===== src/rtl/vc_input_request_unit.sv =====
// Input-port requestor for the wavefront switch allocator: flit FIFO, per-port credits, request FSM.
// Optional build macro VC_IRU_AGE_URGENT_EN adds an age counter and the urgent output.
module vc_input_request_unit #(
    parameter int NUM_PORTS = 4,
    parameter int FLIT_W    = 32,
    parameter int DEPTH     = 4,
    parameter int CREDITS   = 4
`ifdef VC_IRU_AGE_URGENT_EN
    , parameter int AGE_MAX = 15
`endif
) (
    input  logic                 clk,
    input  logic                 reset,
    input  logic                 in_valid,
    output logic                 in_ready,
    input  logic [FLIT_W-1:0]    in_flit,
    input  logic [NUM_PORTS-1:0] in_dest,
    output logic [NUM_PORTS-1:0] req,
    input  logic [NUM_PORTS-1:0] grant,
    output logic                 out_valid,
    output logic [FLIT_W-1:0]    out_flit,
    output logic [NUM_PORTS-1:0] out_port,
    input  logic [NUM_PORTS-1:0] credit_return,
`ifdef VC_IRU_AGE_URGENT_EN
    output logic                 urgent,
`endif
    output logic                 err
);

    // state   | meaning
    // IDLE    | FIFO empty, no request
    // REQ     | head valid with credit, requesting head_dest
    // BLOCKED | head valid but no credit on head_dest (or head dest invalid)

    localparam int PW = $clog2(DEPTH);
    localparam int CW = $clog2(DEPTH + 1);
    localparam int KW = $clog2(CREDITS + 1);

    typedef enum logic [1:0] {
        IDLE    = 2'd0,
        REQ     = 2'd1,
        BLOCKED = 2'd2
    } state_t;

    logic [FLIT_W-1:0]    flit_mem [DEPTH];
    logic [NUM_PORTS-1:0] dest_mem [DEPTH];
    logic [PW-1:0]        rd_ptr;
    logic [PW-1:0]        wr_ptr;
    logic [CW-1:0]        count;
    logic [KW-1:0]        credit [NUM_PORTS];
    logic [NUM_PORTS-1:0] head_dest;
    state_t               state;

    logic                 push;
    logic                 accept;
    logic                 bad_grant;
    logic                 dest_onehot;
    logic [NUM_PORTS-1:0] dest_clean;
    logic [KW-1:0]        credit_nxt [NUM_PORTS];
    logic [NUM_PORTS-1:0] credit_ok_nxt;
    logic                 credit_err;
    logic [CW-1:0]        count_nxt;
    logic [CW-1:0]        count_left;
    logic [PW-1:0]        rd_ptr_nxt;
    logic [NUM_PORTS-1:0] head_dest_nxt;
    state_t               state_nxt;

    // req depends only on registered state, so grant can never loop back into it
    assign req       = (state == REQ) ? head_dest : '0;
    assign in_ready  = (count != CW'(DEPTH));
    assign push      = in_valid & in_ready;
    assign accept    = |(grant & req);
    assign bad_grant = |(grant & ~req);

    assign dest_onehot = (in_dest != '0) &&
                         ((in_dest & (in_dest - NUM_PORTS'(1))) == '0);
    // A malformed destination is stored as zero so it can never raise a request
    assign dest_clean  = dest_onehot ? in_dest : '0;

    always_comb begin
        credit_err = 1'b0;
        for (int p = 0; p < NUM_PORTS; p++) begin
            credit_nxt[p] = credit[p];
            if (credit_return[p] && !(accept && req[p])) begin
                if (credit[p] == KW'(CREDITS))
                    credit_err = 1'b1;
                else
                    credit_nxt[p] = credit[p] + KW'(1);
            end else if (!credit_return[p] && accept && req[p]) begin
                credit_nxt[p] = credit[p] - KW'(1);
            end
            credit_ok_nxt[p] = (credit_nxt[p] != '0);
        end
    end

    always_comb begin
        count_left = count - CW'(accept);
        count_nxt  = count_left + CW'(push);
        rd_ptr_nxt = rd_ptr + PW'(accept);
        // When the FIFO drains in this cycle, the incoming flit becomes the head
        if (push && (count_left == '0))
            head_dest_nxt = dest_clean;
        else
            head_dest_nxt = dest_mem[rd_ptr_nxt];

        if (count_nxt == '0)
            state_nxt = IDLE;
        else if (|(head_dest_nxt & credit_ok_nxt))
            state_nxt = REQ;
        else
            state_nxt = BLOCKED;
    end

    always_ff @(posedge clk) begin
        if (push) begin
            flit_mem[wr_ptr] <= in_flit;
            dest_mem[wr_ptr] <= dest_clean;
        end
    end

    always_ff @(posedge clk or posedge reset) begin
        if (reset) begin
            rd_ptr    <= '0;
            wr_ptr    <= '0;
            count     <= '0;
            head_dest <= '0;
            state     <= IDLE;
            out_valid <= 1'b0;
            out_flit  <= '0;
            out_port  <= '0;
            err       <= 1'b0;
            for (int p = 0; p < NUM_PORTS; p++)
                credit[p] <= KW'(CREDITS);
        end else begin
            rd_ptr    <= rd_ptr_nxt;
            wr_ptr    <= wr_ptr + PW'(push);
            count     <= count_nxt;
            head_dest <= head_dest_nxt;
            state     <= state_nxt;
            out_valid <= accept;
            if (accept) begin
                out_flit <= flit_mem[rd_ptr];
                out_port <= head_dest;
            end
            err <= err | bad_grant | credit_err | (push & ~dest_onehot);
            for (int p = 0; p < NUM_PORTS; p++)
                credit[p] <= credit_nxt[p];
        end
    end

`ifdef VC_IRU_AGE_URGENT_EN
    localparam int AW = $clog2(AGE_MAX + 1);

    logic [AW-1:0] age;

    always_ff @(posedge clk or posedge reset) begin
        if (reset) begin
            age <= '0;
        end else if ((state == REQ) && !accept) begin
            if (age != AW'(AGE_MAX))
                age <= age + AW'(1);
        end else begin
            age <= '0;
        end
    end

    assign urgent = (age == AW'(AGE_MAX));
`endif

endmodule


===== config.mk =====
export PLATFORM = sky130hd
export DESIGN_NAME = vc_input_request_unit
export DESIGN_NICKNAME = d
export VERILOG_FILES = /design/src/rtl/vc_input_request_unit.sv
export SDC_FILE = /design/constraint.sdc
export NUM_CORES = 1
export LEC_CHECK = 0
export ABC_AREA = 1
export CORE_UTILIZATION = 45
export CTS_CLUSTER_SIZE = 40
export DETAILED_ROUTE_END_ITERATION = 10
export PLACE_DENSITY_LB_ADDON = 0.2
export SYNTH_ARGS = -nofsm -noshare
export SYNTH_HDL_FRONTEND = slang
export SYNTH_SLANG_ARGS = --single-unit

===== constraint.sdc =====
create_clock -name clk -period 10.7 [get_ports clk]
set_input_delay 2.14 -clock clk [delete_from_list [all_inputs] [get_ports clk]]
set_output_delay 2.14 -clock clk [all_outputs]
set_load 0.1 [all_outputs]

==> reports/metrics.cfg <==
[run_status]
status = finished, final reports clean

[placement]
dpl_cell_area_sq_mm = 0.009726
place_ws_ns = 5.793
globalplace.congestion = 0.7659
post-dp-hpwl_um = 10830
io_buffers = 89

[clock_network]
cts.clk_slew.worst_paths_ns = 0.06
ctsHoldBuffers = 0
cts.htree.levels = 1
max-clock-path-buffers = 3
cts_sinks = 207
cts_buffers = 23
clock-root-buffer = clkbuf_16
tritoncts = done
clk-insertion-delay-late_ns = 0.51
cts.repair.resized = 0
cts_setup_buffers = 0

[critical_path]
arrival_ns = 2.39
slowest_stage = clkdlybuf4s50_1
reg2reg_slack_ns = 7.84
crit_type = flop to primary output
critPathMaxStageDelay_ns = 1.12
cp.required_ns = 8.56
crit_path_start_kind = flop
crit_top_cell = inv_1
worstSetupEndpointType = primary output
crit_chain = inv_1 -> nand3_1 -> inv_1 -> clkdlybuf4s50_1
cp_max_fo = 8

[cells_and_area]
fin_area_sq_mm = 0.01051
insertedDiodeCount = 0
fillers = 1568
drive_above_1_share = 0.09091
layout.cells.most_common = nor2_1
final-seq-area_sq_mm = 0.005908
layout.nets = 917
syn_to_final_growth_pct = 22.39
multi_input_area_sq_mm = 0.002318
final_util = 0.5616
final_cell_mix = 173 x nor2_1, 144 x edfxtp_1, 89 x clkdlybuf4s50_1, 72 x nand2_1, 70 x o21ai_0

[synthesis]
yosysTopAreaCell = edfxtp_1
yosysWarnings = 0
syn_inst = 758
avgSynthCellArea_sq_um = 11.32
synth-seq-area-share = 0.6880
yosys-top-cells-area = edfxtp_1 50%, dfrtp_1 17%, nor2_1 7.6%
synth_top_area_share = 0.5038
synth-seq-cells = 207
synth_nets = 823
synth_cell_types = 33
syn_area_sq_mm = 0.008583

[route]
firstDrtPassIters = 5
drc = 0
drt_wl_total_um = 18160
vias_per_cell = 5.181
vias = 5715
drt-initial-drc-count = 380
routedWlPerCell_um = 16.47
drtAntennaViolNets = 0

[global_routing]
overflow = 0
antenna_found_initial = 0
grtUsageTotal = 0.1905
grt_pass1_vias = 5711
grt_pass1_wl_um = 29220
grt_max_degree = 83

[min_path]
hp-class = flop to flop

[die]
num_rows = 50
initial_core_util = 0.4589
die_w_um = 140.1
coreArea_sq_mm = 0.01871
die_area_sq_mm = 0.01963
die_h_um = 140.1
ios = 90

[sta]
rsz0062_at_grt = false
setup_viol = 0
tightestPinTransition_ns = 0.9869
finalMaxSlewViolations = 0
clock_skew_ns = 0.01784
layout_setup_ws_ns = 6.173
timing.slew.headroom = 0.3400
max_freq_ghz = 0.2209
finalSetupTns_ns = 0
hold_viol = 0
fin_crit_sh = 0.4231
fin_crit_ns = 4.527

[run]
maxCapViolations = 0

[state kept, by name, indices dropped and copies added (netlist names)]
register and cells:
flit_mem 128, out_flit 32, dest_mem 16, credit 12
head_dest 4, out_port 4, count 3, rd_ptr 2
state 2, wr_ptr 2, err 1, out_valid 1
[worst paths after layout]
| check | startpoint | to | cells past startpoint |
|---|---|---|---|
| worst max-delay path | state[1] | req[2] | 4 |
| worst min-delay path | out_port[0] | out_port[0] | 2 |
| worst max register to register | state[0] | state[0] | 14 |
| worst min register to register | out_port[0] | out_port[0] | 2 |
| max in group asynchronous | reset | rd_ptr[0] | 3 |
| min in group asynchronous | reset | out_valid | 3 |
[synthesized netlist by cell type, drive strengths merged]
| cell type | instances |
|---|---|
| edfxtp | 144 |
| inv | 63 |
| nand2 | 81 |
| clkinv | 1 |
| nor2 | 174 |
| a211oi | 1 |
| ha | 18 |
| dfstp | 4 |
| nor3 | 8 |
| clkbuf | 21 |
| buf | 9 |
| o221ai | 1 |
| xor2 | 5 |
| xnor2 | 7 |
| a21oi | 4 |
| dfrtp | 59 |
| o2111ai | 2 |
| o22ai | 1 |
| nand4 | 15 |
| nand3 | 33 |
| a31oi | 34 |
| mux2i | 2 |
| o21ai | 71 |
[layer usage]
metal	vias up	GRT usage	share of wire
met2	137	0.3279	0.49
li1	2790	-	-
met4	0	0.06073	0.020
met3	31	0.03009	0.049
met5	-	0	0
met1	2757	0.2476	0.44
[logic make-up after synthesis]
family                   share of synthesized area
AO/OA/AOI/OAI                              0.07318
XOR/XNOR                                   0.01224
adder cells (fa/ha/maj)                    0.02624
buffers and inverters                      0.04417
flip-flops                                  0.6880
multiplexers                              0.002332
AND/OR/NAND/NOR                             0.1538
[cell type report]
type	instances	share of cell area
clock buffers	26	0.05979
clock inverters	16	0.01441
well taps	234	0.02787
multi-input cells	457	0.2207
flip-flops and latches	207	0.5624
repair buffers	99	0.09195
inverters	64	0.02287
[worst max-delay path: cells and delay by family, from the launching register on]
family	cells	cell delay [ns]
buffers and inverters	3	1.38
DFF	1	0.36
and+or+nand+nor	1	0.14
[through the flow]
stage	hold WS, ns	instances
final	0.4723	1103
after global routing	0.4862	1103
after CTS	0.4796	1103
after detailed placement	0.4643	1061
after global placement	0.4568	1061
after floorplan	0.4830	758
Power is not shown: default switching activity piles up to over one toggle a cycle in this logic, so the estimate is an artifact.
